==> src/rtl/req_ack_responder.sv <==
// Req/ack pulse responder: one-cycle ack ACK_LATENCY cycles after each accepted req, MIN_GAP spacing check.
// Define REQ_ACK_PIPELINED_EN to ack every req via a shift register (violating reqs are also acked).
module req_ack_responder #(
  parameter int ACK_LATENCY = 4,
  parameter int MIN_GAP     = 8,
  parameter int CNT_W       = 8
) (
  input  logic             clk_i,
  input  logic             rst_i,
  input  logic             req_i,
  output logic             ack_o,
  output logic             busy_o,
  output logic [CNT_W-1:0] done_count_o,
  output logic             err_gap_o
);

  typedef enum logic [1:0] {
    S_IDLE    = 2'd0,
    S_WAIT    = 2'd1,
    S_HOLDOFF = 2'd2
  } state_e;

  localparam logic [7:0] LAT_M1 = 8'(ACK_LATENCY - 1);
  localparam logic [7:0] GAP_M1 = 8'(MIN_GAP - 1);

  state_e           state_q, state_d;
  logic [7:0]       gcnt_q, gcnt_d;
  logic             err_q, err_d;
  logic [CNT_W-1:0] cnt_q, cnt_d;
  logic             fsm_ack_d;
  logic             ack_int;

  // gcnt holds k during cycle T+k; the FSM both times the ack and polices spacing.
  always_comb begin
    state_d   = state_q;
    gcnt_d    = gcnt_q;
    err_d     = err_q;
    fsm_ack_d = 1'b0;
    case (state_q)
      S_IDLE: begin
        if (req_i) begin
          gcnt_d = 8'd1;
          if (ACK_LATENCY == 1) begin
            fsm_ack_d = 1'b1;
            state_d   = (MIN_GAP > 1) ? S_HOLDOFF : S_IDLE;
          end else begin
            state_d = S_WAIT;
          end
        end
      end
      S_WAIT: begin
        if (req_i) err_d = 1'b1;
        gcnt_d = gcnt_q + 8'd1;
        if (gcnt_q == LAT_M1) begin
          fsm_ack_d = 1'b1;
          state_d   = (MIN_GAP > ACK_LATENCY) ? S_HOLDOFF : S_IDLE;
        end
      end
      S_HOLDOFF: begin
        if (req_i) err_d = 1'b1;
        gcnt_d = gcnt_q + 8'd1;
        if (gcnt_q == GAP_M1) state_d = S_IDLE;
      end
      default: begin
        state_d = S_IDLE;
        gcnt_d  = 8'd0;
      end
    endcase
  end

  always_comb begin
    cnt_d = cnt_q;
    if (ack_int) cnt_d = cnt_q + CNT_W'(1);
  end

  always_ff @(posedge clk_i) begin
    if (rst_i) begin
      state_q <= S_IDLE;
      gcnt_q  <= 8'd0;
      err_q   <= 1'b0;
      cnt_q   <= '0;
    end else begin
      state_q <= state_d;
      gcnt_q  <= gcnt_d;
      err_q   <= err_d;
      cnt_q   <= cnt_d;
    end
  end

`ifdef REQ_ACK_PIPELINED_EN
  // Stage i is high in cycle T+1+i; the last stage is the ack.
  localparam logic [ACK_LATENCY-1:0] BUSY_MASK = {ACK_LATENCY{1'b1}} >> 1;

  logic [ACK_LATENCY-1:0] sr_q, sr_d;
  logic [ACK_LATENCY:0]   sr_ext;

  always_comb begin
    sr_ext = {sr_q, req_i};
    sr_d   = sr_ext[ACK_LATENCY-1:0];
  end

  always_ff @(posedge clk_i) begin
    if (rst_i) sr_q <= '0;
    else       sr_q <= sr_d;
  end

  assign ack_int = sr_q[ACK_LATENCY-1];
  assign busy_o  = |(sr_q & BUSY_MASK);
`else
  logic ack_q;

  always_ff @(posedge clk_i) begin
    if (rst_i) ack_q <= 1'b0;
    else       ack_q <= fsm_ack_d;
  end

  assign ack_int = ack_q;
  assign busy_o  = (state_q == S_WAIT);
`endif

  assign ack_o        = ack_int;
  assign done_count_o = cnt_q;
  assign err_gap_o    = err_q;

endmodule

==> config.mk <==
export PLATFORM = sky130hd
export DESIGN_NAME = req_ack_responder
export DESIGN_NICKNAME = d
export VERILOG_FILES = /design/src/rtl/req_ack_responder.sv
export SDC_FILE = /design/constraint.sdc
export NUM_CORES = 1
export LEC_CHECK = 0
export BUFFER_PORTS_ARGS = -buffer_cell sky130_fd_sc_hd__buf_2
export CELL_PAD_IN_SITES_DETAIL_PLACEMENT = 1
export CELL_PAD_IN_SITES_GLOBAL_PLACEMENT = 2
export CORE_MARGIN = 1.5
export CORE_UTILIZATION = 36
export CTS_BUF_LIST = sky130_fd_sc_hd__clkbuf_4 sky130_fd_sc_hd__clkbuf_8
export DETAILED_ROUTE_END_ITERATION = 10
export PLACE_DENSITY_LB_ADDON = 0.1
export SLEW_MARGIN = 0
export SYNTH_ARGS = -nofsm -noshare
export SYNTH_HDL_FRONTEND = slang
export SYNTH_SLANG_ARGS = --single-unit
==> constraint.sdc <==
create_clock -name clk_i -period 2.05 [get_ports clk_i]
set_clock_uncertainty 0.15 [all_clocks]
set_input_delay 0.1025 -clock clk_i [delete_from_list [all_inputs] [get_ports clk_i]]
set_output_delay 0.1025 -clock clk_i [all_outputs]
set_load 0.05 [all_outputs]
=== Word level (Yosys, flattened, before mapping) ===
Cells that the tools add are included.

* Output and inout bits: 11
* Bits of input ports: 3
* Register bits: 20

* Mux-type cells: 7
* Add/sub/neg operators: 2
* Equality and inequality tests: 7
* Bitwise operators: 1
* Reductions and logical operators: 5

{| class="wikitable"
|+ Operator list
! cell !! number
|-
| 8-bit by 1-bit adder with 8-bit output, second input constant || 2
|-
| 8-bit case mux with 2 select lines || 1
|-
| 8-bit by 2-bit == test with 1-bit output, second input constant || 1
|-
| 8-bit by 3-bit == test with 1-bit output, second input constant || 1
|-
| 8-bit two-way mux || 1
|-
| 2-bit two-way mux || 3
|-
| 2-bit case mux with 3 select lines || 1
|-
| 2-bit != test, second input constant || 2
|-
| 2-bit OR reduction || 2
|-
| 3-bit AND reduction || 1
|-
| 2-bit by 1-bit == test with 1-bit output, second input constant || 1
|-
| 2-bit == test, second input constant || 1
|-
| 2-bit logical NOT || 1
|-
| 2-bit by 1-bit != test with 1-bit output, second input constant || 1
|-
| 2-bit AND reduction || 1
|-
| 1-bit two-way mux || 1
|-
| 1-bit inverter || 1
|}

=== Logic depth before layout (Yosys ltp) ===
Gate-level depths: netlist of run 1.

* Depth after elaboration: 3
* Mapped depth: 7

=== Least setup slack after synthesis of run 1 ===
No wires, ideal clock.

* Path kind: flip-flop to flip-flop
* From: register ack_q (netlist: ack_o)
* To: register cnt_q[7] (netlist: done_count_o[7])
* Path slack: 348 ps
* Arrival: 1482 ps
* Clock period less this slack: 1702 ps
* Required time: 1829 ps
* Stages on the path, launching flop included: 5
* Library setup time: 71 ps
* Cells stage by stage: dfxtp_1 buf_2 nand4_2 or3_1 a21oi_1

{| class="wikitable"
|+ RTL lines
! what !! line !! text
|-
| start, declared || 110 || <nowiki>logic ack_q;</nowiki>
|-
| start signal, assigned || 114 || <nowiki>else ack_q <= fsm_ack_d;</nowiki>
|-
| end signal, assigned || 86 || <nowiki>cnt_q <= cnt_d;</nowiki>
|-
| end, declared || 29 || <nowiki>logic [CNT_W-1:0] cnt_q, cnt_d;</nowiki>
|}

=== Final worst setup path of run 1 ===
* From: register state_q[0]
* To: register state_q[0]

* Cells in the longest elaborated chain, start to end: 3
* Elaborated cells on any way between the ends: 8
* Those cells by class: eq/ne (5); mux (1); reduce/logical (2)

{| class="wikitable"
|+ RTL lines
! what !! line !! text
|-
| start, declared || 26 || <nowiki>state_e state_q, state_d;</nowiki>
|-
| start signal, assigned || 83 || <nowiki>state_q <= state_d;</nowiki>
|-
| 2-bit == test, or another cell as far along || 39 || <nowiki>case (state_q)</nowiki>
|-
| 2-bit != test (no source line) or 2-bit by 1-bit != test with 1-bit output (tied branches) || -- ||
|-
| 3-bit AND reduction (no source line) || -- ||
|}

Several ways; a longest one is shown, not always the timed one.
A chain may end at the register's enable or synchronous reset.

==> qor.txt, run 1 <==
vias in the first global route -> 820
cell count after placement -> 150
Setup WS pre-CTS -> 0.236 ns
drt pass-1 iters -> 2
final non-filler cell total -> 156
Post-synth top flop -> dfxtp_1
top post-synthesis cells by count -> dfxtp_1 (20), nor2_1 (15), nand2_1 (9)
Relative slew margins -> 78.7%
layout cells sized above 1 -> 18.4%
CTS H-tree depth -> 1
kind of critical path -> flop to flop
Final nets -> 137
Synth cell types -> 32
total global-route track usage -> 15.5%
clock buffer depth -> 2
DRC violations left -> 0
kind of start point of the critical path -> flop
TritonCTS buffer count -> 3
Mapped Cells -> 110
Mapped Area -> 1040 um^2
min cycle time layout -> 1.82 ns
status -> completed
PostCTS Resize Cnt -> 0
RSZ-0062 raised after global routing -> no
Die ar. -> 3220 um^2
Post-synth EDFFs -> 0
initial antenna violation count -> 0
number of top-level pins -> 14
global placement routability congestion -> 0.691
Final Hold Violating Endpoints -> 0
synth top area cells -> dfxtp_1 (38%), ha_1 (9.6%), xor2_1 (5.9%)
clock tree from TritonCTS -> done
Critical Path RT -> 2.15 ns
Reg2Reg Depth -> 6
core area -> 2760 um^2
leak pwr -> 0.489 nW
Final Slew Violations -> 0
Post-synth ARST share -> 0%
CP arrival -> 1.92 ns
post-synth top area share -> 38.5%
WHS Path Cells -> 2
Routed Antenna Nets -> 0
Tcrit/Tclk final -> 88.7%
Diodes inserted -> 0
Synthesis Warnings -> 0
Max IR drop VDD -> 590 uV
Fmax achieved -> 0.550 GHz
Synth area leader -> dfxtp_1
Die X -> 56.8 um
CTS Root Cell -> clkbuf_4
clk sink count -> 20
worst hold margin -> 0.339 ns
clk slew on worst S/H paths -> 0.12 ns
vias per cell -> 5.17
Mapped Nets -> 121
Die Ht -> 56.8 um
Crit Path Max Fanout -> 8
post-CTS setup-driven buffer insertion count -> 0
global route overflow -> 0
Initial Util -> 37.7%
most frequent cell after synthesis -> dfxtp_1
wire per inst -> 13.9 um
Fillers -> 335
# port buffers -> 13
Via Count -> 806
crit end category -> flop
Synth-to-Final Area Change -> 14.2%
Synth Register Bits -> 20
post-synthesis sequential area ratio -> 38.5%
setup TNS -> 0 ns
largest net degree at the start of global routing -> 19
Rows -> 19
Cell Pwr Density -> 1030 nW/um^2
Worst-Margin Slew -> 0.320 ns
Post-Syn Area per Cell -> 9.46 um^2
Worst Hold Class -> flop to flop
Final WS setup -> 0.231 ns
DRT iter0 DRCs -> 13
drt total wl -> 2180 um
first-pass GRT wire length -> 3840 um
hpwl dp -> 1590 um
hold buffers post-CTS -> 2
# setup viols final -> 0
number of max-cap violations -> 0
Skew-Pair Late Insertion Delay -> 0.32 ns
-- critical path: stages, from the launching register on --
cell	delay, ns
dfxtp_1	0.43
inv_1	0.10
ha_1	0.24
nor2b_1	0.14
buf_4	0.16
o32a_2	0.36
mux2i_1	0.17
-- layer usage --
metal / wire length [um] / track usage (%) / part of all wire, %
met5: 0 / 0 / 0
met4: 54 / 7.97 / 2.5
met3: 49 / 2.76 / 2.3
met2: 1010 / 24.4 / 47
met1: 1060 / 20.3 / 49
-- area by class of cell --
class / count / area [um^2] / share of cell area (%)
multi-input cells: 83 / 597 / 50.2
flip-flops and latches: 20 / 400 / 33.7
repair buffers: 16 / 92.6 / 7.79
well taps: 31 / 38.8 / 3.26
clock inverters: 1 / 30.0 / 2.53
clock buffers: 3 / 22.5 / 1.89
inverters: 2 / 7.51 / 0.632
-- stage by stage --
stage	total power [mW]	util, %	cell area, um^2
global route	1.31	43.1	1190
floorplan	0.812	-	1040
detailed placement	0.900	40.5	1120
finish	1.22	43.1	1190
global placement	0.883	40.5	1120
CTS	1.24	43.1	1190
-- power breakdown --
part	leakage (nW)	total, mW	internal (mW)	switching (mW)
clock	0.0279	0.333	0.198	0.135
combinational	0.299	0.430	0.174	0.256
sequential	0.162	0.458	0.421	0.0366
total	0.489	1.22	0.793	0.428
-- cell families after synthesis --
| group | after synthesis | synth area share [%] |
|---|---|---|
| simple gates | 48 | 27.3 |
| flops | 20 | 38.5 |
| compound gates | 13 | 8.17 |
| xor+xnor | 10 | 8.41 |
| fa+ha+maj | 8 | 9.62 |
| buf+inv | 7 | 4.21 |
| mux | 4 | 3.85 |
-- sequential cells by signal, summed over array words and instances (netlist names) --
name	flops
ack_o	1
err_gap_o	1
gcnt_q	8
done_count_o	8
state_q	2
-- final timing paths --
kind,slack (ns),end,startpoint
max reg2reg,0.23,state_q[0],state_q[0]
max,0.23,state_q[0],state_q[0]
min,0.34,done_count_o[7],done_count_o[7]
min reg2reg,0.34,done_count_o[7],done_count_o[7]
-- cells in the final DEF (no fill, tap or decap), types with 3 or more instances in the layout --
master and instances:
clkbuf_4 3, nand2_1 9, dfxtp_1 20, xor2_1 7, nand4_1 4, buf_2 13
mux2i_1 4, o21ai_0 3, nor2_1 15, nand2b_1 6, a21oi_1 5, ha_1 8
xnor2_1 3
No activity file was read; power rests on OpenSTA's default activity.
==> run 2: changes to the inputs <==
- clock period: 2.05 -> 1.9 ns (I/O delays scaled with it)
==> qor.txt, run 2 (synthesis results as in run 1) <==
status -> complete, but fails checks
failing checks -> hold timing
kind of critical path -> flop to flop
Routed Antenna Nets -> 0 (unchanged)
# setup viols final -> 0 (unchanged)
first-pass GRT wire length -> 3840 um (-0.18%)
Via Count -> 807 (+0.12%)
Relative slew margins -> 78.7% (about the same)
Die X -> 56.8 um (unchanged)
Final Slew Violations -> 0 (unchanged)
Final nets -> 136 (-0.73%)
DRC violations left -> 0 (unchanged)
Crit Path Max Fanout -> 8 (unchanged)
clock tree from TritonCTS -> done
Rows -> 19 (unchanged)
core area -> 2760 um^2 (unchanged)
Die Ht -> 56.8 um (unchanged)
clk sink count -> 20 (unchanged)
Worst-Margin Slew -> 0.319 ns (-0.000681 ns)
Cell Pwr Density -> 1130 nW/um^2 (+9.6%)
number of top-level pins -> 14 (unchanged)
initial antenna violation count -> 0 (unchanged)
CTS H-tree depth -> 1 (unchanged)
clk slew on worst S/H paths -> 0.13 ns (about the same)
TritonCTS buffer count -> 3 (unchanged)
Fillers -> 334 (-0.30%)
placed cell area -> 1120 um^2 (unchanged)
Max IR drop VDD -> 618 uV (+4.7%)
most frequent cells in the layout -> dfxtp_1 (18), nor2_1 (15), buf_2 (13)
CP arrival -> 1.87 ns (-0.05 ns)
vias in the first global route -> 808 (-1.5%)
global route overflow -> 0 (unchanged)
Diodes inserted -> 0 (unchanged)
largest net degree at the start of global routing -> 19 (unchanged)
commonest non-fill, non-tap cell in the layout -> dfxtp_1
R2R Path Start -> state_q[0]
number of max-cap violations -> 0 (unchanged)
reg2reg setup slack -> 0.13 ns (-0.10 ns)
Reg2Reg Depth -> 6 (unchanged)
Setup WS pre-CTS -> 0.0812 ns (-0.155 ns)
# port buffers -> 13 (unchanged)
min cycle time layout -> 1.77 ns (-0.0485 ns)
crit end category -> flop
crit path to -> state_q[0]
hpwl dp -> 1610 um (+1.5%)
Final Hold Violating Endpoints -> 2 (+2)
kind of start point of the critical path -> flop
vias per cell -> 5.21 (+0.77%)
CTS Root Cell -> clkbuf_4
utilization after layout -> 42.8% (-0.27 points)
DRT iter0 DRCs -> 24 (+11)
Fmax achieved -> 0.565 GHz (+2.7%)
critical path startpoint -> state_q[0]
drt pass-1 iters -> 4 (+2)
Tcrit/Tclk final -> 93.2% (+4.5 points)
reg-to-reg critical path endpoint -> state_q[0]
Initial Util -> 37.7% (unchanged)
Final Instance Area -> 1180 um^2 (-0.63%)
leak pwr -> 0.486 nW (-0.70%)
worst hold margin -> -0.00403 ns (-0.343 ns)
Synth-to-Final Area Change -> 13.5%
Die ar. -> 3220 um^2 (unchanged)
total global-route track usage -> 15.1% (-0.40 points)
wire per inst -> 14.2 um (+1.9%)
Final WS setup -> 0.130 ns (-0.102 ns)
Skew-Pair Late Insertion Delay -> 0.32 ns (about the same)
drt total wl -> 2200 um (+1.3%)
RSZ-0062 raised after global routing -> no
post-CTS setup-driven buffer insertion count -> 0 (unchanged)
global placement routability congestion -> 0.687 (-0.48%)
setup TNS -> 0 ns (unchanged)
Critical Path RT -> 2.00 ns (-0.15 ns)
layout cells sized above 1 -> 20.2% (+1.8 points)
clock buffer depth -> 2 (unchanged)
Worst Hold Class -> primary input to flop
run 2: cell count changes in the layout (fill, tap and decap cells not counted), sizes merged:
cell         delta
dlygate4sd3     -1
run 2: cell type report:
cell class / instances / area [um^2] / share of cell area (%)
multi-input combinational: 83 / 597 / 50.5
sequential: 20 / 403 / 34.1
timing repair buffer: 15 / 82.6 / 6.99
tap: 31 / 38.8 / 3.28
clock inverter: 1 / 30.0 / 2.54
clock buffer: 3 / 22.5 / 1.91
inverter: 2 / 7.51 / 0.636
run 2: through the flow:
step / cells / total power, mW
2_1_floorplan: 110 / 0.876
4_1_cts: 155 / 1.34
3_5_place_dp: 150 / 0.973
5_1_grt: 155 / 1.42
3_3_place_gp: 150 / 0.952
6_report: 155 / 1.33
run 2: how the worst min path moves through the flow:
stage                      from         endpoint  slack (ns)  cells past startpoint
final                     rst_i        gcnt_q[0]      -0.004                      2
after global routing      rst_i  done_count_o[0]        0.01                      2
after CTS                 rst_i  done_count_o[3]      0.0007                      2
after detailed placement  req_i        err_gap_o        0.23                      3
after global placement    req_i        err_gap_o        0.22                      3
after floorplan           req_i        err_gap_o        0.09                      2
run 2: report_power, final:
part	switching [mW]	leakage, nW	internal [mW]
registers	0.0405	0.163	0.458
logic	0.284	0.295	0.187
clock network	0.146	0.0279	0.213
total	0.470	0.486	0.859
run 2: worst max-delay path, cell delays in order, from the launching register on:
cell	delay [ns]
dfxtp_2	0.39
inv_1	0.08
ha_1	0.23
nor2b_1	0.14
buf_4	0.17
o32a_2	0.36
mux2i_1	0.18
run 2: timing repair:
item,4_1_cts,5_1_grt
resized for setup,0,2
setup endpoints to repair,0,5
hold buffers,1,0
hold endpoints to repair,1,0
run 2: layer usage:
metal | part of all wire [%] | wire length [um] | global-route usage (%) | up-vias
li1 | - | - | - | 402
met1 | 49 | 1080 | 20.6 | 391
met2 | 47 | 1030 | 24.1 | 9
met3 | 2.2 | 48 | 2.07 | 5
met4 | 1.9 | 42 | 5.98 | 0
met5 | 0 | 0 | 0 | -
